--- src/rtl/retire_gen.sv ---
// retire_gen: in-order latency queue that emits one retire pulse per accepted
// transaction once its requested latency has elapsed.
// Optional feature macro: RETIRE_GEN_STALL_EN adds the retire_stall input,
// which holds the head entry and suppresses retire while high.
module retire_gen #(
    parameter int unsigned LAT_W = 8,
    parameter int unsigned DEPTH = 8
) (
    input  logic                         clk,
    input  logic                         rst,
    input  logic                         issue,
    input  logic [LAT_W-1:0]             latency,
    input  logic                         clear,
`ifdef RETIRE_GEN_STALL_EN
    input  logic                         retire_stall,
`endif
    output logic                         issue_rdy,
    output logic                         retire,
    output logic [$clog2(DEPTH+1)-1:0]   pending_cnt,
    output logic                         drop_err
);

    localparam int unsigned CNT_W = $clog2(DEPTH + 1);
    localparam int unsigned PTR_W = $clog2(DEPTH);

    // Per-slot countdowns; value 0 means the entry is due.
    logic [LAT_W-1:0] cnt_q [DEPTH];
    logic [LAT_W-1:0] cnt_d [DEPTH];
    logic [PTR_W-1:0] rd_q, rd_d;
    logic [PTR_W-1:0] wr_q, wr_d;
    logic [CNT_W-1:0] pend_d;
    logic             retire_q, retire_d;
    logic             rdy_d;
    logic             drop_d;
    logic             stall_c;
    logic             accept_c;
    logic             pop_c;
    logic [LAT_W-1:0] lat_m1_c;

`ifdef RETIRE_GEN_STALL_EN
    assign stall_c = retire_stall;
`else
    assign stall_c = 1'b0;
`endif

    // retire_q tracks "head is due"; a stall only masks the pulse this cycle.
    assign retire   = retire_q & ~stall_c;
    assign pop_c    = retire;
    assign accept_c = issue & issue_rdy & ~clear;
    // A new entry is stored one tick ahead, since it is first observed a cycle later.
    assign lat_m1_c = (latency == '0) ? '0 : latency - LAT_W'(1);

    // Next-state computation: countdowns, pointers, occupancy and flags.
    always_comb begin
        for (int i = 0; i < DEPTH; i++) begin
            cnt_d[i] = (cnt_q[i] == '0) ? '0 : cnt_q[i] - LAT_W'(1);
        end
        rd_d     = rd_q + PTR_W'(pop_c);
        wr_d     = wr_q + PTR_W'(accept_c);
        pend_d   = pending_cnt + CNT_W'(accept_c) - CNT_W'(pop_c);
        drop_d   = drop_err | (issue & ~issue_rdy);
        retire_d = 1'b0;
        rdy_d    = 1'b1;

        if (accept_c) begin
            cnt_d[wr_q] = lat_m1_c;
        end

        // Next head may be the entry being written this cycle (empty-queue bypass).
        retire_d = (pend_d != '0) && (cnt_d[rd_d] == '0);
        rdy_d    = (pend_d != CNT_W'(DEPTH));

        if (clear) begin
            for (int i = 0; i < DEPTH; i++) begin
                cnt_d[i] = '0;
            end
            rd_d     = '0;
            wr_d     = '0;
            pend_d   = '0;
            drop_d   = 1'b0;
            retire_d = 1'b0;
            rdy_d    = 1'b1;
        end
    end

    // State registers with asynchronous active-high reset.
    always_ff @(posedge clk or posedge rst) begin
        if (rst) begin
            for (int i = 0; i < DEPTH; i++) begin
                cnt_q[i] <= '0;
            end
            rd_q        <= '0;
            wr_q        <= '0;
            pending_cnt <= '0;
            retire_q    <= 1'b0;
            issue_rdy   <= 1'b1;
            drop_err    <= 1'b0;
        end else begin
            for (int i = 0; i < DEPTH; i++) begin
                cnt_q[i] <= cnt_d[i];
            end
            rd_q        <= rd_d;
            wr_q        <= wr_d;
            pending_cnt <= pend_d;
            retire_q    <= retire_d;
            issue_rdy   <= rdy_d;
            drop_err    <= drop_d;
        end
    end

endmodule

--- config.mk ---
export PLATFORM = sky130hd
export DESIGN_NAME = retire_gen
export DESIGN_NICKNAME = d
export VERILOG_FILES = /design/src/rtl/retire_gen.sv
export SDC_FILE = /design/constraint.sdc
export NUM_CORES = 1
export LEC_CHECK = 0
export ABC_AREA = 1
export CORE_MARGIN = 2
export CORE_UTILIZATION = 40
export CTS_CLUSTER_DIAMETER = 50
export DETAILED_ROUTE_END_ITERATION = 12
export PLACE_DENSITY_LB_ADDON = 0.1
export RECOVER_POWER = 25
export SYNTH_ARGS = -nofsm -noshare
export SYNTH_HDL_FRONTEND = slang
export SYNTH_SLANG_ARGS = --single-unit
--- constraint.sdc ---
create_clock -name clk -period 3.49 [get_ports clk]
set_input_delay 0.5235 -clock clk [delete_from_list [all_inputs] [get_ports clk]]
set_output_delay 0.5235 -clock clk [all_outputs]
set_load 0.02 [all_outputs]
==> impl_metrics.toml <==
[run_status]
status = "complete, no violations"

[detailed_routing]
drc_errors = 0
vias_per_cell = 4.94
final_antenna_net_count = 0
initialDrtViolationCount = 272
first_pass_iters = 4
routedWlPerCell_um = 13.5
wl_um = 13900
routed_vias = 5080

[critical_path]
critPathBufInv = 2
crit_required_ns = 3.73
worst-r2r-setup-slack_ns = 0.91
worstSetupPathType = "primary input to register"
worst-r2r-cell-count = 11
startpoint = "issue"
slowest_stage = "clkdlybuf4s50_1"
setup.worst_path.end_class = "register"
critPathMaxStageDelay_ns = 0.56
timing.rr.start = "issue_rdy"
rr_endpoint = "retire"
path_max_fanout = 6
cp_data_arrival_time_ns = 3.00
critPathTopFamily = "adder cells"
path_cells = "clkdlybuf4s50_1, nand3_4, ha_1, inv_1, ha_1, fa_1, xnor2_1, nand2_1, nor2_1, o21ai_0, nand2_1, nor2_1"
setup_crit_start_kind = "primary input"

[clock_tree]
cts.repair_timing.setup_buffer_count = 0
cts_tree = "yes"
clkLatencyLatePin_ns = 0.34
cts-root-buf = "clkbuf_16"
cts.reportedPaths.clkPinSlew_ns = 0.06
cts-hold-fix-buffers = 0
number_of_h_tree_branching_levels = 3
cts-root-to-sink-buffers = 2
cts_inserted_buffers = 9
post_cts_resize_count = 0
numClockSinks = 77

[job]
cap_viol_max_count = 0

[power_and_ir_drop]
power.static_leakage_uw = 0.00330
switching_share_pct = 47.6
power.density_mw_per_mm2 = 899
sequentialPowerShare_pct = 25.1
clock_power_share_pct = 15.4
power.ir.vdd_worst_mv = 0.362
internal_power_uw = 2900
total_power_uw = 5540
power_frac_comb_pct = 59.5
total_switching_power_uw = 2640

[global_route]
use_met2_pct = 32.5
global_route.overflow_total = 0
globalRouteMet3Util_pct = 3.15
grt_use_met1_pct = 27.5
grt_pass1_vias = 4892
grt_antenna_before_repair = 0
track_usage_pct = 20.4
grt_pass1_wl_um = 23400
maximum_number_of_pins_on_one_net_before_global_route_repair = 76
gr-max-usage-layer = "met2"

[place]
final_gp_congestion = 0.842
post_dp_cell_area_mm2 = 0.00590
dp_worst_setup_slack_ns = 0.367
port_buffers = 18
dp.final_hpwl_um = 10000

[floorplan]
std_cell_rows = 42
initial_utilization_pct = 41.1
core_mm2 = 0.0133
fp.dieArea_mm2 = 0.0147
ios = 19
die-height_um = 121
die_w_um = 121

[logic_synthesis]
area_share_of_the_largest_cell_type_after_synthesis_pct = 34.6
synth_cell_types = 30
cell_type_with_the_largest_total_area_after_synthesis = "dfrtp_1"
synthFlopType = "dfrtp_1"
synth.ff_latch_count = 77
yosys_warnings = 0
synthesized_nets = 863
yosysSeqAreaShare_pct = 35.1
avgSynthCellArea_um2 = 6.66
synth-edff-count = 0
biggest_area_contributors_in_the_synthesized_netlist = "dfrtp_1 (35%), nand2_1 (16%), nor2_1 (9.0%), inv_1 (8.0%), nand3_1 (6.4%)"
netlist_area_mm2 = 0.00549
ys_async_sr_fraction_pct = 100
synth_cells = 824

[cells_and_area]
layout_commonest_cell = "nand2_1"
fillers = 1369
n_antenna_cell = 0
share_of_layout_cells_above_drive_strength_1_pct = 6.33
layout-area-overhead-vs-synth_pct = 12.2
post_route_cell_area_mm2 = 0.00616
layout.nets = 888
final_core_area_utilization_pct = 46.2
most-common-layout-cells = "nand2_1 (228), nor2_1 (132), inv_1 (117)"

[timing]
fmax_mhz = 362
setup_slack_after_layout_ns = 0.727
final_clock_period_utilization_by_the_worst_path_pct = 79.2
tightest_slew_ns = 1.37
final-setup-viol-count = 0
finalClockSkew_ns = 0.00414
timing.slew.headroom_pct = 8.37
final_hold_viol_count = 0
maxSlewViolCount = 0
grt_setup_unrepaired = "no"
setup-tns-final_ns = 0
timing.final.crit_period_ns = 2.76

[hold_path]
hold_critical_path_depth = 4
hold_path_end = "wr_q[2]"
holdCritStartpoint = "clear"
worst_hold_path_type = "primary input to register"
worst register-to-register path, stage by stage (launching register included):
cell	delay, ns
dfstp_2	0.57
nand3_4	0.18
ha_1	0.33
inv_1	0.04
ha_1	0.19
fa_1	0.38
xnor2_1	0.22
nand2_1	0.08
nor2_1	0.15
o21ai_0	0.17
nand2_1	0.13
nor2_1	0.04
worst max path at each step:
stage                          end  slack, ns  cells past startpoint
after detailed placement    retire       0.37                     12
after floorplan           cnt_q[0]       1.00                      1
after global routing        retire       0.55                     12
after CTS                   retire       0.73                     12
final                       retire       0.73                     12
after global placement      retire       0.39                     12
per-stage QoR:
step	cells	hold slack, ns
2_1_floorplan	824	0.494
3_3_place_gp	1014	0.494
3_5_place_dp	1014	0.490
4_1_cts	1029	0.472
5_1_grt	1029	0.507
6_report	1029	0.477
sequential cells by signal, indices dropped and copies added, names as in the netlist:
signal and flops:
cnt_q 64, drop_err 1, issue_rdy 1, pending_cnt 4
rd_q 3, retire 1, wr_q 3
power by group through the flow:
| stage | Sequential [uW] | Combinational (uW) | Clock (uW) |
|---|---|---|---|
| final | 1390 | 3300 | 854 |
| after global routing | 1430 | 3850 | 912 |
| after CTS | 1390 | 3290 | 878 |
| after detailed placement | 1400 | 3270 | 0 |
| after global placement | 1400 | 3270 | 0 |
| after floorplan | 1380 | 2600 | 0 |
final cells by class:
cell class	instances	area, um2	area share (%)
inverter	129	484	7.86
tap	176	220	3.57
clock buffer	13	250	4.06
sequential	77	1930	31.3
multi-input combinational	609	3040	49.4
clock inverter	2	10.0	0.162
timing repair buffer	23	225	3.66
metal layers:
metal,vias to the layer above,wire [um]
met1,2333,6680
met5,-,0
li1,2617,-
met4,0,382
met3,23,610
met2,107,6260
kinds of logic (layout without fill, tap and decap cells):
logic type / count (synthesis) / after routing / synth area share (%)
buf+inv: 138 / 167 / 9.46
fa+ha+maj: 27 / 27 / 6.29
simple gates: 474 / 474 / 37.1
xor+xnor: 29 / 29 / 4.63
compound gates: 79 / 79 / 7.43
flops: 77 / 77 / 35.1
cell usage after synthesis (8+ instances only):
| cell | count |
|---|---|
| a21oi_1 | 44 |
| nand3_1 | 70 |
| o21ai_0 | 28 |
| inv_2 | 12 |
| ha_1 | 26 |
| nand2_1 | 228 |
| inv_1 | 117 |
| clkbuf_1 | 8 |
| nor2_1 | 132 |
| nor2_4 | 8 |
| dfrtp_1 | 76 |
| xor2_1 | 23 |
| nand4_1 | 14 |
(Power assumes the default switching activity.)
